**config.mk**
```make
export PLATFORM = sky130hd
export DESIGN_NAME = note_chord_encoder_flat
export DESIGN_NICKNAME = d
export VERILOG_FILES = /design/src/rtl/note_pkg.sv /design/src/rtl/note_chord_encoder_if.sv /design/src/rtl/note_prio_enc.sv /design/src/rtl/note_chord_encoder.sv /design/src/flat_wrapper.sv
export SDC_FILE = /design/constraint.sdc
export NUM_CORES = 1
export LEC_CHECK = 0
export ABC_CLOCK_PERIOD_IN_PS = 4300
export BUFFER_PORTS_ARGS = -buffer_cell sky130_fd_sc_hd__buf_2
export CAP_MARGIN = 20
export CORE_AREA = 2 2 89 83
export CTS_CLUSTER_SIZE = 14
export DETAILED_ROUTE_END_ITERATION = 8
export DIE_AREA = 0 0 91 85
export PLACE_DENSITY_LB_ADDON = 0.12
export SLEW_MARGIN = 40
export SYNTH_ARGS = -nofsm -noshare
export SYNTH_HDL_FRONTEND = slang
export SYNTH_SLANG_ARGS = --single-unit
export TNS_END_PERCENT = 100
```
**constraint.sdc**
```tcl
create_clock -name clock -period 4.3 [get_ports clock]
set_input_delay 0.43 -clock clock [delete_from_list [all_inputs] [get_ports clock]]
set_output_delay 0.43 -clock clock [all_outputs]
set_load 0.02 [all_outputs]
```
**src/rtl/note_pkg.sv**
```systemverilog
// note_pkg: shared constants and the (freq_id1, freq_id2) pair type for the note interface
package note_pkg;
    localparam int NUM_KEYS = 25;
    localparam int FREQ_ID_W = 5;
    localparam int RUN_W = 4;
    localparam logic [FREQ_ID_W-1:0] NO_FREQ = 5'd31;
    typedef struct packed {
        logic [FREQ_ID_W-1:0] f1;
        logic [FREQ_ID_W-1:0] f2;
    } pair_t;
    localparam pair_t NO_PAIR = '{f1: NO_FREQ, f2: NO_FREQ};
endpackage

```
**src/rtl/note_chord_encoder_if.sv**
```systemverilog
// note_chord_encoder_if: note interface between the chord encoder (master) and the physics block (slave)
//   wave_ready : slave -> master, downstream can accept a new pair
//   freq_id1/2 : master -> slave, committed pair (31 = none)
//   new_f_out  : master -> slave, one-frame strobe on pair change
//   pending    : master -> slave, a stable pair is waiting for wave_ready
interface note_chord_encoder_if;
    import note_pkg::*;
    logic                 wave_ready;
    logic [FREQ_ID_W-1:0] freq_id1;
    logic [FREQ_ID_W-1:0] freq_id2;
    logic                 new_f_out;
    logic                 pending;
    modport master (input wave_ready, output freq_id1, freq_id2, new_f_out, pending);
    modport slave (output wave_ready, input freq_id1, freq_id2, new_f_out, pending);
endinterface

```
**src/rtl/note_prio_enc.sv**
```systemverilog
// note_prio_enc: lowest/highest set key index of a key vector
//   keys_i  : key vector
//   lo_o    : index of lowest set bit (0 when none)
//   hi_o    : index of highest set bit (0 when none)
//   any_o   : at least one key set
//   multi_o : at least two keys set
module note_prio_enc
    import note_pkg::*;
(
    input  logic [NUM_KEYS-1:0]  keys_i,
    output logic [FREQ_ID_W-1:0] lo_o,
    output logic [FREQ_ID_W-1:0] hi_o,
    output logic                 any_o,
    output logic                 multi_o
);
    always_comb begin
        lo_o = '0;
        hi_o = '0;
        for (int i = NUM_KEYS - 1; i >= 0; i--)
            if (keys_i[i]) lo_o = i[FREQ_ID_W-1:0];
        for (int i = 0; i < NUM_KEYS; i++)
            if (keys_i[i]) hi_o = i[FREQ_ID_W-1:0];
    end

    assign any_o = |keys_i;
    // lowest and highest differ exactly when two or more keys are set
    assign multi_o = any_o & (lo_o != hi_o);
endmodule

```
**src/rtl/note_chord_encoder.sv**
```systemverilog
// note_chord_encoder: debounces keyboard notes per frame and emits a two-note pair with handshake
//   clock    : system pixel clock
//   reset    : synchronous, active-high
//   vsync    : frame sync; falling edge is the frame tick
//   key_down : per-key level, 1 = pressed
//   nt       : note interface (master side)
module note_chord_encoder
    import note_pkg::*;
#(
    parameter int DEBOUNCE_FRAMES = 3
) (
    input  logic                clock,
    input  logic                reset,
    input  logic                vsync,
    input  logic [NUM_KEYS-1:0] key_down,
    note_chord_encoder_if.master nt
);
    localparam logic [RUN_W-1:0] DB = RUN_W'(DEBOUNCE_FRAMES);

    logic                 vsync_q;
    logic [RUN_W-1:0]     run_q, run_d;
    logic [NUM_KEYS-1:0]  prev_q, prev_d;
    pair_t                out_q, out_d;
    pair_t                pend_pair_q, pend_pair_d;
    logic                 new_f_q, new_f_d;
    logic                 pending_q, pending_d;
    logic                 tick;
    logic [FREQ_ID_W-1:0] lo, hi;
    logic                 any, multi;
    pair_t                cand;

    note_prio_enc u_enc (
        .keys_i  (key_down),
        .lo_o    (lo),
        .hi_o    (hi),
        .any_o   (any),
        .multi_o (multi)
    );

    assign tick = vsync_q & ~vsync;
    assign cand = '{f1: any ? lo : NO_FREQ, f2: multi ? hi : NO_FREQ};

    always_comb begin
        run_d = run_q;
        prev_d = prev_q;
        out_d = out_q;
        pend_pair_d = pend_pair_q;
        new_f_d = new_f_q;
        pending_d = pending_q;
        if (tick) begin
            prev_d = key_down;
            run_d = (key_down == prev_q) ? ((run_q == DB) ? run_q : run_q + 1'b1) : RUN_W'(1);
            if (new_f_q) begin
                new_f_d = 1'b0;
            end else if (pending_q && nt.wave_ready) begin
                out_d = pend_pair_q;
                new_f_d = 1'b1;
                pending_d = 1'b0;
            end
            // a commit in the same tick overrides the emission's pending clear;
            // the comparison is against the pair that was on the outputs before this tick
            if (run_d == DB) begin
                if (cand != out_q) begin
                    pend_pair_d = cand;
                    pending_d = 1'b1;
                end else begin
                    pending_d = 1'b0;
                end
            end
        end
    end

    always_ff @(posedge clock) begin
        if (reset) begin
            vsync_q <= 1'b0;
            run_q <= '0;
            prev_q <= '0;
            out_q <= NO_PAIR;
            pend_pair_q <= NO_PAIR;
            new_f_q <= 1'b0;
            pending_q <= 1'b0;
        end else begin
            vsync_q <= vsync;
            run_q <= run_d;
            prev_q <= prev_d;
            out_q <= out_d;
            pend_pair_q <= pend_pair_d;
            new_f_q <= new_f_d;
            pending_q <= pending_d;
        end
    end

    assign nt.freq_id1 = out_q.f1;
    assign nt.freq_id2 = out_q.f2;
    assign nt.new_f_out = new_f_q;
    assign nt.pending = pending_q;
endmodule

```
**src/flat_wrapper.sv**
```systemverilog
// flat-port wrapper written by rule: the top's interface ports become plain ports
module note_chord_encoder_flat import note_pkg::*;
#(
    parameter int DEBOUNCE_FRAMES = 3
)
  (clock, reset, vsync, key_down, nt_wave_ready, nt_freq_id1, nt_freq_id2, nt_new_f_out, nt_pending);
  note_chord_encoder_if nt_i ();
  input  logic clock;
  input  logic reset;
  input  logic vsync;
  input  logic [NUM_KEYS-1:0] key_down;
  input wire logic [$bits(nt_i.wave_ready)-1:0] nt_wave_ready;
  output wire logic [$bits(nt_i.freq_id1)-1:0] nt_freq_id1;
  output wire logic [$bits(nt_i.freq_id2)-1:0] nt_freq_id2;
  output wire logic [$bits(nt_i.new_f_out)-1:0] nt_new_f_out;
  output wire logic [$bits(nt_i.pending)-1:0] nt_pending;
  assign nt_i.wave_ready = nt_wave_ready;
  assign nt_freq_id1 = nt_i.freq_id1;
  assign nt_freq_id2 = nt_i.freq_id2;
  assign nt_new_f_out = nt_i.new_f_out;
  assign nt_pending = nt_i.pending;
  note_chord_encoder #(.DEBOUNCE_FRAMES(DEBOUNCE_FRAMES)) u_core (.clock(clock), .reset(reset), .vsync(vsync), .key_down(key_down), .nt(nt_i));
endmodule
```
=== Word-level counts from Yosys, hierarchy flattened ===
Index checks and enable logic that the tools add are counted.

* Register bits after elaboration: 52
* Input port bits: 29
* Output and inout bits: 12
* Word-level logic and storage cells: 85

* $add $sub $neg: 1
* Equal/unequal tests: 6
* Mux-type cells: 59
* Bitwise gates (word level): 4
* Reduce and logical (&&, ||, !) cells: 6

{| class="wikitable"
|+ Operator list
! kind !! count
|-
| 5-bit two-way mux || 50
|-
| 25-bit == test || 1
|-
| 25-bit OR reduction || 1
|-
| 10-bit inequality test || 1
|-
| 3-bit AND reduction || 3
|-
| 4-bit by 2-bit == test with 1-bit output, second input constant || 2
|-
| 4-bit two-way mux || 2
|-
| 1-bit two-way mux || 7
|-
| 5-bit inequality test || 1
|-
| 4-bit by 1-bit adder with 4-bit output, second input constant || 1
|-
| 1-bit bitwise AND || 2
|-
| 2-bit inequality test, second input constant || 1
|-
| 1-bit NOT || 2
|-
| 2-bit nonzero test || 1
|-
| 1-bit logical AND || 1
|}

=== Longest topological paths before layout ===
* Depth after elaboration: 31
* Mapped depth: 12
* Mapped depth without buffers: 9

=== Hierarchy ===
Synthesis repeated with hierarchy kept, for this count alone.

* Cell total of the unflattened synthesis: 390
* Area total of the unflattened synthesis: 3149.3 um2

{| class="wikitable"
|+ Modules (own cells, without submodules)
! module !! instances !! cells an instance !! area an instance (um2) !! seq. area each (um2)
|-
| note_chord_encoder || 1 || 306 || 2588.7 || 1041.0
|-
| note_prio_enc || 1 || 84 || 560.5 || 0.0
|}

=== Worst setup path after synthesis ===
No wires, ideal clock.

* Path type: input to register
* Start point: input port key_down[13]
* End point: register u_core.pend_pair_q[9] (netlist name)
* Library setup time: 0.133 ns
* Data arrival time: 3.118 ns
* Required time: 4.167 ns
* Path slack: 1.049 ns
* Stages: 12
* Path buffers: 3
* Path through: buf_4 -> or4_4 -> nor3_2 -> a211oi_1 -> or2_0 -> clkbuf_1 -> a32o_1 -> o22a_1 -> or4b_1 -> buf_2 -> o21ai_2 -> a22oi_1

* Longest elaborated chain between the ends: 19
* Elaborated cells between the ends (all ways): 36
* Those cells by class: eq/ne: 4; mux: 29; bitwise: 1; reduce/logical: 2

{| class="wikitable"
|+ RTL lines
! what !! line !! text
|-
| start, declared || flat_wrapper.sv:11 || <nowiki>input logic [NUM_KEYS-1:0] key_down;</nowiki>
|-
| 5-bit two-way mux (14 in a row) || note_prio_enc.sv:20 || <nowiki>if (keys_i[i]) lo_o = i[FREQ_ID_W-1:0];</nowiki>
|-
| 5-bit inequality test || note_prio_enc.sv:27 || <nowiki>assign multi_o = any_o & (lo_o != hi_o);</nowiki>
|-
| 1-bit bitwise AND || note_prio_enc.sv:27 ||
|-
| 5-bit two-way mux || note_chord_encoder.sv:41 || <nowiki>assign cand = '{f1: any ? lo : NO_FREQ, f2: multi ? hi : NO_FREQ};</nowiki>
|-
| 10-bit inequality test || note_chord_encoder.sv:63 || <nowiki>if (cand != out_q) begin</nowiki>
|-
| 3-bit AND reduction (no line) || n/a ||
|-
| end signal, assigned || note_chord_encoder.sv:87 || <nowiki>pend_pair_q <= pend_pair_d;</nowiki>
|-
| end, declared || note_chord_encoder.sv:24 || <nowiki>pair_t pend_pair_q, pend_pair_d;</nowiki>
|}

Parallel ways exist; a longest one is shown, timed or not.
A chain may end at the register's enable or synchronous reset.

=== Final worst setup path ===
* Start point: input port key_down[2]
* End point: register u_core.pend_pair_q[9] (netlist name)

* Longest elaborated chain between the ends: 28
* Elaborated cells between the ends (all ways): 36
* Those cells by class: eq/ne: 4; mux: 29; bitwise: 1; reduce/logical: 2

{| class="wikitable"
|+ RTL lines
! what !! line !! text
|-
| 5-bit two-way mux (23 in a row) || note_prio_enc.sv:22 || <nowiki>if (keys_i[i]) hi_o = i[FREQ_ID_W-1:0];</nowiki>
|-
| 5-bit inequality test || note_prio_enc.sv:27 ||
|-
| 1-bit bitwise AND || note_prio_enc.sv:27 ||
|-
| 5-bit two-way mux || note_chord_encoder.sv:41 ||
|-
| 10-bit inequality test || note_chord_encoder.sv:63 ||
|-
| 3-bit AND reduction (no line) || n/a ||
|}

Parallel ways exist; a longest one is shown, timed or not.

==> flow_summary_export.csv <==
group,metric,value,unit
run_status,outcome,"finished, final reports clean",
floorplanning,io_pins,41,
routing,first_pass_iters,5,
routing,top_layer,"met4",
timing,relSlewSlack,56.9,%
power,peakVddDrop,0.146,mV
job,maxCapViolations,0,
routing,via_count,3072,
clock_network,postCtsHoldBufs,0,
global_routing,gr-total-overflow,0,
power,power_density,258,mW/mm²
logic_synthesis,yosysSeqAreaShare,31.6,%
timing,rsz0062_at_grt,"no",
logic_synthesis,synth-simple-area-share,27.7,%
logic_synthesis,avgSynthCellArea,7.85,µm²
logic_synthesis,synth_ff_type,"dfxtp_1",
timing,fin_crit,3.44,ns
logic_synthesis,synth_xor_area_share,7.97,%
logic_synthesis,synth_edf_count,0,
logic_synthesis,ys_async_sr_fraction,0,%
routing,ant_nets,0,
routing,routedWlPerCell,15.3,µm
clock_network,clock_path_buffers,2,
logic_synthesis,synth_top_family_by_area,"simple AND/OR/NAND/NOR gates",
logic_synthesis,ys_ff_latch,52,
timing,fmax,291,MHz
placement,dp_slack,0.500,ns
final_layout,n_antenna_cell,0,
logic_synthesis,synth_fp_nets,450,
clock_network,clkTransAtPathRegs,0.10,ns
power,cellLeakagePower,1.20,nW
timing,skew,0.00627,ns
power,p_total,0.923,mW
placement,hpwl,6020,µm
clock_network,cts_buffers,5,
setup_path,path_class,"input pin to flop",
logic_synthesis,synth_cells,420,
timing,setup_viol,0,
hold_path,hp-class,"input pin to flop",
setup_path,cp_max_fo,7,
timing,worst_slack,0.864,ns
global_routing,grt_pass1_vias,2753,
final_layout,final_cell_count_no_fill,529,
routing,wl_met3,398,µm
setup_path,crit_arrival,3.63,ns
clock_network,cts_setup_buffers,0,
floorplanning,initial_core_util,48.3,%
routing,wl_met1,4010,µm
floorplanning,dieArea,0.00774,mm²
logic_synthesis,synth_compound_area_share,25.9,%
global_routing,antenna_found_initial,0,
logic_synthesis,muxShareOfSynthArea,0.304,%
setup_path,slowest_delay,0.70,ns
placement,place.port_buffers,40,
final_layout,fin_area,0.00358,mm²
final_layout,drive_gt1_share,16.7,%
final_layout,num-nets-final,465,
floorplanning,rows,29,
final_layout,fin_util,52.5,%
timing,slew_violations,0,
floorplanning,dieHeight,85,µm
setup_path,crit_slowest_cell,"or4b_1",
timing,whs,0.383,ns
clock_network,cts_resized,0,
floorplanning,die_x,91,µm
setup_path,path_cells,"buf_2 > nand2b_1 > a2111oi_0 > o221ai_1 > a311oi_2 > a2111oi_4 > mux2i_1 > or4b_1 > o21ai_2 > a22oi_1",
placement,place_congestion,0.993,
timing,worst_slew_pin_slew,0.645,ns
routing,viasPerCell,5.81,
placement,placedInstanceArea,0.00349,mm²
final_layout,fillers,699,
routing,routed_wl,8120,µm
clock_network,h-tree-depth,2,
clock_network,tritoncts,"yes",
clock_network,clk_latency,0.31,ns
routing,drt_iter0_drc,164,
floorplanning,core_area,0.00682,mm²
placement,dp_cells,521,
routing,drc,0,
setup_path,crit_path_start_kind,"input pin",
clock_network,root_buffer,"clkbuf_8",
logic_synthesis,yosysWarnings,0,
logic_synthesis,synthAdderAreaFrac,0.721,%
global_routing,grt_use_total,21.6,%
clock_network,cts_num_sinks,52,
global_routing,grt_pass1_wl,13700,µm
logic_synthesis,yosys.cell_types.count,68,
setup_path,cp-end-kind,"flop",
final_layout,syn_to_final_growth,8.66,%
logic_synthesis,syn-cell-area,0.00330,mm²
timing,period_share,79.9,%
setup_path,crit_required,4.49,ns
timing,finalSetupTns,0,ns
global_routing,grt_max_degree,57,
timing,hold_viol,0,
routing,wl_met2,3610,µm
[registers in the layout, summed over array words and instances, names as in the netlist]
signal               cells
u_core.nt.pending        1
u_core.prev_q           25
u_core.nt.freq_id2       5
u_core.pend_pair_q      10
u_core.nt.new_f_out      1
u_core.nt.freq_id1       5
u_core.run_q             4
u_core.vsync_q           1
[power breakdown]
part / total (mW) / internal, mW / switching, mW
combinational: 0.140 / 0.0495 / 0.0905
sequential: 0.496 / 0.490 / 0.00585
clock: 0.287 / 0.116 / 0.171
[cells by family (layout without fill, tap and decap cells)]
logic type / count (synthesis) / after routing
mux: 1 / 1
buf+inv: 45 / 61
flops: 52 / 52
simple gates: 173 / 173
fa+ha+maj: 2 / 2
compound gates: 117 / 117
xor+xnor: 30 / 30
[path summary, 6_finish.rpt]
path | start | to | slack, ns | depth (start not counted)
worst max-delay path | key_down[2] | u_core.pend_pair_q[9]$_SDFFE_PP1P_ | 0.86 | 10
worst min-delay path | vsync | u_core.vsync_q$_SDFF_PP0_ | 0.38 | 2
worst max register to register | u_core.prev_q[13]$_SDFFE_PP0P_ | u_core.pend_pair_q[5]$_SDFFE_PP1P_ | 1.34 | 8
worst min register to register | u_core.prev_q[10]$_SDFFE_PP0P_ | u_core.prev_q[10]$_SDFFE_PP0P_ | 0.47 | 2
[cells in the mapped netlist, types with 3 or more instances]
cell / n / area (µm²)
a2bb2oi_1: 3 / 26.3
and2_1: 3 / 18.8
xnor2_1: 16 / 140
a21o_1: 6 / 45.0
or3_1: 4 / 25.0
buf_2: 9 / 45.0
a21oi_1: 38 / 190
nor4_1: 4 / 25.0
clkbuf_1: 20 / 75.1
buf_1: 3 / 11.3
or4_1: 3 / 22.5
xor2_1: 14 / 123
nand2_1: 61 / 229
dfxtp_1: 52 / 1040
nor4_4: 3 / 63.8
o32ai_1: 3 / 26.3
nand2b_1: 6 / 37.5
nand4_1: 8 / 50.1
nor2_1: 35 / 131
o21ai_0: 8 / 40.0
nor4_2: 3 / 37.5
o31ai_1: 4 / 30.0
o211ai_1: 6 / 45.0
a31oi_1: 6 / 37.5
a21boi_1: 3 / 22.5
or2_2: 3 / 18.8
a211o_1: 11 / 96.3
nor3_1: 12 / 60.1
inv_1: 11 / 41.3
nor2b_1: 17 / 106
[placed cells by master (no fill, tap or decap), types with 4 or more instances in the layout]
cell and n:
nor2b_1 16, nand2b_1 6, xnor2_1 16, xor2_1 14, or3_1 4, a211o_1 11, nor3_1 11, a21oi_1 38
o21ai_0 8, nand2_1 61, o211ai_1 6, a21o_1 6, o31ai_1 4, buf_2 39, nor2_1 35, a31oi_1 6
dfxtp_1 52, nand4_1 8, nor4_1 4, inv_1 11, clkbuf_8 5
[final cells by class]
| type | count | area (µm²) | area share (%) |
|---|---|---|---|
| flip-flops and latches | 52 | 1040 | 29.1 |
| clock buffers | 6 | 72.6 | 2.03 |
| multi-input cells | 323 | 2080 | 58.0 |
| inverters | 11 | 41.3 | 1.15 |
| well taps | 93 | 116 | 3.25 |
| repair buffers | 42 | 218 | 6.08 |
| clock inverters | 2 | 16.3 | 0.454 |
[critical path, delay by kind of cell]
family                 cells  cell delay, ns
AOI/OAI and AO/OA          6            2.00
muxes                      1            0.20
and+or+nand+nor            2            0.85
buffers and inverters      1            0.15
[layer usage]
layer | track usage [%] | up-vias
met5 | 0 | -
met4 | 4.82 | 0
met3 | 3.46 | 8
met2 | 33.3 | 88
met1 | 31.9 | 1445
li1 | - | 1531
Power figures use the tool's default switching activity.
